$ cat src/rtl/xif_mac_coproc_pkg.sv
// xif_mac_coproc_pkg: shared types for the XIF multiply-accumulate coprocessor.
// Holds the default custom-0 opcode, the funct3 and FSM encodings, and the FIFO entry layout.
package xif_mac_coproc_pkg;

   localparam logic [6:0] OPCODE_CUSTOM0 = 7'b0001011;

   typedef enum logic [2:0] {
      F3_MAC   = 3'b000,
      F3_RDCLR = 3'b001,
      F3_ADD   = 3'b010
   } funct3_e;

   typedef enum logic [1:0] {
      IDLE,
      EXEC,
      RESP
   } fsm_e;

   // Payload of one buffered instruction; id and status flags live beside it in the FIFO
   typedef struct packed {
      funct3_e     funct3;
      logic [4:0]  rd;
      logic [31:0] rs1;
      logic [31:0] rs2;
   } entry_t;

   function automatic logic is_hit_f3(input logic [2:0] f3);
      return (f3 == F3_MAC) || (f3 == F3_RDCLR) || (f3 == F3_ADD);
   endfunction

endpackage

$ cat src/rtl/xif_mac_coproc_fifo.sv
// xif_mac_coproc_fifo: in-order buffer of accepted instructions awaiting commit.
// Ports: push_i/push_entry_i/push_id_i enqueue, pop_i dequeues the head,
// commit_valid_i/commit_id_i/commit_kill_i mark a matching entry, head_* expose the
// oldest entry, full_o/empty_o report occupancy.
module xif_mac_coproc_fifo
   import xif_mac_coproc_pkg::*;
#(
   parameter int unsigned DEPTH      = 4,
   parameter int unsigned X_ID_WIDTH = 4
) (
   input  logic                  clk_i,
   input  logic                  rst_ni,
   input  logic                  push_i,
   input  entry_t                push_entry_i,
   input  logic [X_ID_WIDTH-1:0] push_id_i,
   input  logic                  pop_i,
   input  logic                  commit_valid_i,
   input  logic [X_ID_WIDTH-1:0] commit_id_i,
   input  logic                  commit_kill_i,
   output entry_t                head_o,
   output logic [X_ID_WIDTH-1:0] head_id_o,
   output logic                  head_committed_o,
   output logic                  head_killed_o,
   output logic                  full_o,
   output logic                  empty_o
);

   localparam int unsigned AW = $clog2(DEPTH);

   // Pointers carry one extra wrap bit to tell full from empty
   logic [AW:0]           wr_q, wr_d;
   logic [AW:0]           rd_q, rd_d;
   logic [AW-1:0]         wr_idx, rd_idx;
   entry_t                mem_q [DEPTH];
   logic [X_ID_WIDTH-1:0] id_q  [DEPTH];
   logic [DEPTH-1:0]      vld_q, vld_d;
   logic [DEPTH-1:0]      cmt_q, cmt_d;
   logic [DEPTH-1:0]      kill_q, kill_d;
   logic                  push_match;

   assign wr_idx = wr_q[AW-1:0];
   assign rd_idx = rd_q[AW-1:0];

   // A commit for the id being pushed this cycle lands on the new entry
   assign push_match = commit_valid_i && (commit_id_i == push_id_i);

   always_comb begin
      wr_d   = wr_q;
      rd_d   = rd_q;
      vld_d  = vld_q;
      cmt_d  = cmt_q;
      kill_d = kill_q;
      for (int unsigned i = 0; i < DEPTH; i++) begin
         if (commit_valid_i && vld_q[i] && (id_q[i] == commit_id_i)) begin
            cmt_d[i]  = 1'b1;
            kill_d[i] = commit_kill_i;
         end
      end
      if (pop_i) begin
         vld_d[rd_idx] = 1'b0;
         rd_d          = rd_q + 1'b1;
      end
      if (push_i) begin
         vld_d[wr_idx]  = 1'b1;
         cmt_d[wr_idx]  = push_match;
         kill_d[wr_idx] = push_match && commit_kill_i;
         wr_d           = wr_q + 1'b1;
      end
   end

   always_ff @(posedge clk_i) begin
      if (!rst_ni) begin
         wr_q   <= '0;
         rd_q   <= '0;
         vld_q  <= '0;
         cmt_q  <= '0;
         kill_q <= '0;
      end else begin
         wr_q   <= wr_d;
         rd_q   <= rd_d;
         vld_q  <= vld_d;
         cmt_q  <= cmt_d;
         kill_q <= kill_d;
      end
   end

   // Payload storage needs no reset; validity is tracked by vld_q
   always_ff @(posedge clk_i) begin
      if (push_i) begin
         mem_q[wr_idx] <= push_entry_i;
         id_q[wr_idx]  <= push_id_i;
      end
   end

   assign head_o           = mem_q[rd_idx];
   assign head_id_o        = id_q[rd_idx];
   assign head_committed_o = cmt_q[rd_idx];
   assign head_killed_o    = kill_q[rd_idx];
   assign empty_o          = (wr_q == rd_q);
   assign full_o           = (wr_q[AW] != rd_q[AW]) && (wr_idx == rd_idx);

endmodule

$ cat src/rtl/xif_mac_coproc.sv
// xif_mac_coproc: CORE-V-XIF coprocessor with a 32-bit multiply-accumulate datapath.
// Ports: issue_* (decode/accept), commit_* (commit or kill by id), result_* (writeback
// handshake), busy_o. Build macro COPROC_MAC_SAT_EN makes MAC saturate instead of wrap.
module xif_mac_coproc
   import xif_mac_coproc_pkg::*;
#(
   parameter int unsigned DEPTH       = 4,
   parameter int unsigned MUL_LATENCY = 2,
   parameter int unsigned X_ID_WIDTH  = 4,
   parameter logic [6:0]  OPCODE      = OPCODE_CUSTOM0
) (
   input  logic                  clk_i,
   input  logic                  rst_ni,
   input  logic                  issue_valid_i,
   output logic                  issue_ready_o,
   input  logic [31:0]           issue_instr_i,
   input  logic [31:0]           issue_rs1_i,
   input  logic [31:0]           issue_rs2_i,
   input  logic [1:0]            issue_rs_valid_i,
   input  logic [X_ID_WIDTH-1:0] issue_id_i,
   output logic                  issue_accept_o,
   output logic                  issue_writeback_o,
   input  logic                  commit_valid_i,
   input  logic [X_ID_WIDTH-1:0] commit_id_i,
   input  logic                  commit_kill_i,
   output logic                  result_valid_o,
   input  logic                  result_ready_i,
   output logic [X_ID_WIDTH-1:0] result_id_o,
   output logic [4:0]            result_rd_o,
   output logic [31:0]           result_data_o,
   output logic                  result_we_o,
   output logic                  busy_o
);

   localparam int unsigned CW = (MUL_LATENCY > 1) ? $clog2(MUL_LATENCY) : 1;

   logic                  hit;
   logic                  push;
   logic                  pop;
   logic [2:0]            f3;
   entry_t                push_entry;
   entry_t                head;
   logic [X_ID_WIDTH-1:0] head_id;
   logic                  head_cmt;
   logic                  head_kill;
   logic                  fifo_full;
   logic                  fifo_empty;
   logic                  unused_instr;

   fsm_e                  state_q;
   logic [CW-1:0]         cnt_q;
   entry_t                work_q;
   logic [X_ID_WIDTH-1:0] work_id_q;
   logic [31:0]           acc_q, acc_d;
   logic [31:0]           res_d;
   logic [31:0]           prod_lo;
   logic                  rvalid_q;
   logic [X_ID_WIDTH-1:0] rid_q;
   logic [4:0]            rrd_q;
   logic [31:0]           rdata_q;
`ifdef COPROC_MAC_SAT_EN
   logic signed [63:0]    sat_sum;
`endif

   assign f3           = issue_instr_i[14:12];
   assign unused_instr = ^issue_instr_i[31:15];

   assign hit = (issue_instr_i[6:0] == OPCODE)
             && is_hit_f3(f3)
             && (issue_rs_valid_i == 2'b11);

   // Gated by rst_ni so every output reads 0 while reset is held
   assign issue_ready_o     = rst_ni && !fifo_full;
   assign issue_accept_o    = rst_ni && issue_valid_i && hit;
   assign issue_writeback_o = issue_accept_o;

   assign push = issue_valid_i && issue_ready_o && hit;

   assign push_entry = '{
      funct3: funct3_e'(f3),
      rd:     issue_instr_i[11:7],
      rs1:    issue_rs1_i,
      rs2:    issue_rs2_i
   };

   // Killed heads are popped too, they just never reach EXEC
   assign pop = (state_q == IDLE) && !fifo_empty && head_cmt;

   xif_mac_coproc_fifo #(
      .DEPTH      (DEPTH),
      .X_ID_WIDTH (X_ID_WIDTH)
   ) u_fifo (
      .clk_i            (clk_i),
      .rst_ni           (rst_ni),
      .push_i           (push),
      .push_entry_i     (push_entry),
      .push_id_i        (issue_id_i),
      .pop_i            (pop),
      .commit_valid_i   (commit_valid_i),
      .commit_id_i      (commit_id_i),
      .commit_kill_i    (commit_kill_i),
      .head_o           (head),
      .head_id_o        (head_id),
      .head_committed_o (head_cmt),
      .head_killed_o    (head_kill),
      .full_o           (fifo_full),
      .empty_o          (fifo_empty)
   );

   // Low 32 product bits are identical for signed and unsigned operands
   assign prod_lo = work_q.rs1 * work_q.rs2;

   always_comb begin
      acc_d = acc_q;
      res_d = acc_q;
`ifdef COPROC_MAC_SAT_EN
      sat_sum = '0;
`endif
      unique case (work_q.funct3)
         F3_MAC: begin
`ifdef COPROC_MAC_SAT_EN
            sat_sum = 64'($signed(acc_q)) + 64'($signed(prod_lo));
            if (sat_sum > 64'sd2147483647) begin
               acc_d = 32'h7FFF_FFFF;
            end else if (sat_sum < -64'sd2147483648) begin
               acc_d = 32'h8000_0000;
            end else begin
               acc_d = sat_sum[31:0];
            end
`else
            acc_d = acc_q + prod_lo;
`endif
            res_d = acc_d;
         end
         F3_RDCLR: begin
            res_d = acc_q;
            acc_d = '0;
         end
         F3_ADD: begin
            res_d = work_q.rs1 + work_q.rs2;
         end
         default: begin
            res_d = acc_q;
         end
      endcase
   end

   always_ff @(posedge clk_i) begin
      if (!rst_ni) begin
         state_q   <= IDLE;
         cnt_q     <= '0;
         work_q    <= '0;
         work_id_q <= '0;
         acc_q     <= '0;
         rvalid_q  <= 1'b0;
         rid_q     <= '0;
         rrd_q     <= '0;
         rdata_q   <= '0;
      end else begin
         unique case (state_q)
            IDLE: begin
               if (pop && !head_kill) begin
                  work_q    <= head;
                  work_id_q <= head_id;
                  cnt_q     <= '0;
                  state_q   <= EXEC;
               end
            end
            EXEC: begin
               if (cnt_q == CW'(MUL_LATENCY - 1)) begin
                  acc_q    <= acc_d;
                  rvalid_q <= 1'b1;
                  rid_q    <= work_id_q;
                  rrd_q    <= work_q.rd;
                  rdata_q  <= res_d;
                  state_q  <= RESP;
               end else begin
                  cnt_q <= cnt_q + 1'b1;
               end
            end
            RESP: begin
               if (result_ready_i) begin
                  rvalid_q <= 1'b0;
                  state_q  <= IDLE;
               end
            end
            default: begin
               state_q <= IDLE;
            end
         endcase
      end
   end

   assign result_valid_o = rvalid_q;
   assign result_id_o    = rid_q;
   assign result_rd_o    = rrd_q;
   assign result_data_o  = rdata_q;
   assign result_we_o    = rvalid_q;
   assign busy_o         = !fifo_empty || (state_q != IDLE);

endmodule

$ cat config.mk
export PLATFORM = sky130hd
export DESIGN_NAME = xif_mac_coproc
export DESIGN_NICKNAME = d
export VERILOG_FILES = /design/src/rtl/xif_mac_coproc_pkg.sv /design/src/rtl/xif_mac_coproc_fifo.sv /design/src/rtl/xif_mac_coproc.sv
export SDC_FILE = /design/constraint.sdc
export NUM_CORES = 2
export LEC_CHECK = 0
export CAP_MARGIN = 25
export CORE_AREA = 10 10 414 316
export CTS_CLUSTER_SIZE = 10
export DETAILED_ROUTE_END_ITERATION = 16
export DIE_AREA = 0 0 424 326
export SYNTH_ARGS = -nofsm -noshare
export SYNTH_HDL_FRONTEND = slang
export SYNTH_SLANG_ARGS = --single-unit
$ cat constraint.sdc
create_clock -name clk_i -period 10.3 [get_ports clk_i]
set_input_delay 1.03 -clock clk_i [delete_from_list [all_inputs] [get_ports clk_i]]
set_output_delay 1.03 -clock clk_i [all_outputs]
set_load 0.01 [all_outputs]
==> impl_metrics.ini <==
[critical_path]
cp.required_ns = 10.79
cp-end-kind = flip-flop
arrival_ns = 8.56
regToRegSetupSlack_ns = 2.24
cp_max_fo = 20
path_class = flip-flop to flip-flop
rr_startpoint = work_q[3]$_SDFFE_PN0P_
critPathLaunchType = flip-flop
r2r-end = acc_q[31]$_SDFFE_PN0P_
rr_worst_depth = 24

[cts]
clock_path_buffers = 3
path_clk_slew_ns = 0.06
cts_made_buffers = 55
cts_num_sinks = 475
hold_buffers = 0
cts-root-buf = clkbuf_16
cts_tree = yes
clk_latency_ns = 0.63
cts_resized = 0
h-tree-depth = 2
postCtsSetupBuffers = 0

[grt]
grt_max_degree = 78
gr-total-overflow = 0
grtUsageTotal = 0.143
grt_first_pass_wirelength_um = 155000
grt_pass1_vias = 25300
antenna_found_initial = 8

[timing]
timing.fmax_ghz = 0.124
finalSetupTns_ns = 0
hold_viol_final = 0
rsz0062_at_grt = false
slew_headroom = 0.236
fin_skew_ns = 0.0265
fin_crit_sh = 0.783
maxSlewViolCount = 0
fin_crit_ns = 8.06
tightest_slew_ns = 1.14
setup_violations = 0

[placed_design]
gp_congestion = 0.889
post_dp_cell_area_sq_um = 39800
io_buffers = 141
place_hpwl_um = 72600
dp.cells = 5021

[power_and_ir_drop]
p_int_mw = 3.10
power.density_nw_per_um2 = 93.8
p_switching_mw = 0.800
p_leak_nw = 16.7
clockPowerShare = 0.461
swShare = 0.205
p_seq_frac = 0.519
fin_total_pwr_mw = 3.90
vdd_ir_drop_max_uv = 134
p_comb_frac = 0.020

[run_status]
outcome = finished clean

[yosys]
synth.distinct_cells = 73
yosysWarnings = 0
ys.flop_type = edfxtp_1
synth-edff-count = 304
synth_area_per_cell_sq_um = 10.9
ys_top_cells_by_count = inv_1, nand2_1, fa_1
yosysMostFrequentCell = inv_1
ys_ff_latch = 475
synthesis.area_sq_um = 36500
yosysSeqAreaShare = 0.344
synthArstFlopShare = 0
synth_top_cell_by_area = edfxtp_1
synthCells = 3344
netlist.area_leader.share = 0.250
syn-num-nets = 4058
synth_area_leaders = edfxtp_1, fa_1, dfxtp_1

[cells_and_area]
final_nets = 4142
nFillCells = 12400
drive_above_1_share = 0.0683
fin_area_sq_um = 41500
multi_input_area_sq_um = 21400
seqCellArea_sq_um = 12600
area_growth_pct = 13.7
instances_no_fill = 5127

[drt]
via_count = 24400
vias_per_cell = 4.76
wl_per_cell_um = 19.4
drtAntennaViolNets = 0
wirelength_um = 99300
drt_iter0_drc = 1784
drt_first_pass_iters = 6
remaining_drc_errors = 0

[floorplan]
dieHeight_um = 326
io_pins = 159
die_area_sq_um = 138000
initial_utilization = 0.297
fp-row-count = 112
dieWidth_um = 424
core_area_sq_um = 123000

[hold_path]
whs_path_depth = 2
min_from = result_rd_o[1]$_SDFFE_PN0P_
hold_end = result_rd_o[1]$_SDFFE_PN0P_
holdCritPathClass = flip-flop to flip-flop

[job]
maxCapViolCount = 0
-- flip-flops by register name (all words and copies together) (netlist names), 5 cells and up --
name,cells
u_fifo.mem_q,288
result_rd_o,5
acc_q,32
work_q,72
u_fifo.id_q,16
result_data_o,32
-- critical path: stages, from the launching register on --
cell	delay (ns)
dfxtp_1	0.76
buf_4	0.38
and2_1	0.19
fa_1	0.43
fa_1	0.46
fa_1	0.50
inv_1	0.06
fa_1	0.53
inv_1	0.05
fa_1	0.50
inv_1	0.05
fa_1	0.53
inv_1	0.05
fa_1	0.47
inv_1	0.05
fa_1	0.49
inv_1	0.05
ha_1	0.36
nand3_1	0.25
nor4_1	0.50
a221oi_1	0.27
o311ai_0	0.58
xnor2_1	0.17
a22oi_1	0.19
nor2b_1	0.07
-- through the flow --
| stage | hold WS, ns | setup slack [ns] | util |
|---|---|---|---|
| global route | 0.485 | 1.82 | 0.337 |
| CTS | 0.465 | 2.25 | 0.337 |
| floorplan | 0.441 | 3.19 | - |
| detailed placement | 0.457 | 2.27 | 0.323 |
| finish | 0.464 | 2.24 | 0.337 |
| global placement | 0.451 | 2.31 | 0.323 |
-- how the worst max path moves through the flow --
stage	slack [ns]	endpoint	from
after floorplan	3.19	acc_q[30]$_SDFFE_PN0P_	work_q[45]$_SDFFE_PN0P_
after global placement	2.31	result_data_o[31]$_SDFFE_PN0P_	work_q[9]$_SDFFE_PN0P_
after detailed placement	2.27	acc_q[31]$_SDFFE_PN0P_	work_q[3]$_SDFFE_PN0P_
after CTS	2.25	result_data_o[31]$_SDFFE_PN0P_	work_q[3]$_SDFFE_PN0P_
after global routing	1.82	acc_q[31]$_SDFFE_PN0P_	work_q[3]$_SDFFE_PN0P_
final	2.24	acc_q[31]$_SDFFE_PN0P_	work_q[3]$_SDFFE_PN0P_
-- power groups by stage --
stage / Sequential [mW] / Clock (mW) / Combinational (mW)
2_1_floorplan: 2.06 / 0 / 0.0191
3_3_place_gp: 2.06 / 0 / 0.0740
3_5_place_dp: 2.06 / 0 / 0.0758
4_1_cts: 2.02 / 1.83 / 0.0761
5_1_grt: 2.02 / 1.92 / 0.0815
6_report: 2.02 / 1.80 / 0.0760
-- placed cells by master (no fill, tap or decap), drive strengths merged, types with 51 or more instances in the layout --
master | Yosys | routed
nand2 | 452 | 452
and2 | 317 | 317
ha | 163 | 163
a21boi | 112 | 112
buf | 21 | 61
xnor2 | 79 | 79
a21oi | 62 | 62
edfxtp | 304 | 304
inv | 518 | 516
clkbuf | 153 | 96
mux4 | 78 | 78
o21ai | 51 | 51
fa | 439 | 439
clkdlybuf4s50 | 0 | 140
dfxtp | 171 | 171
-- metal layers --
| layer | routed length (um) | GRT usage | up-vias | part of all wire |
|---|---|---|---|---|
| met4 | 1920 | 0.0301 | 12 | 0.019 |
| met3 | 8440 | 0.0373 | 119 | 0.085 |
| li1 | - | - | 11000 | - |
| met1 | 46700 | 0.209 | 12500 | 0.47 |
| met2 | 42100 | 0.210 | 726 | 0.42 |
| met5 | 69 | 0 | - | 0.00070 |
-- area by class of cell --
class                           instances  area share
Multi-Input combinational cell       2177       0.515
Sequential cell                       475       0.303
Tap cell                             1653      0.0498
Inverter                              518      0.0469
Timing Repair Buffer                  201      0.0458
Clock buffer                           96      0.0378
Clock inverter                          5     0.00205
Antenna cell                            2    0.000121
-- cell families after synthesis --
family / Yosys count / share of synthesized area
AOI/OAI and AO/OA: 400 / 0.0776
DFF: 475 / 0.344
and+or+nand+nor: 967 / 0.130
muxes: 92 / 0.0520
xor gates and xnor gates: 116 / 0.0282
buffers and inverters: 692 / 0.0714
adders and majority gates: 602 / 0.297
Note: power is estimated with default switching activity, not from simulation.
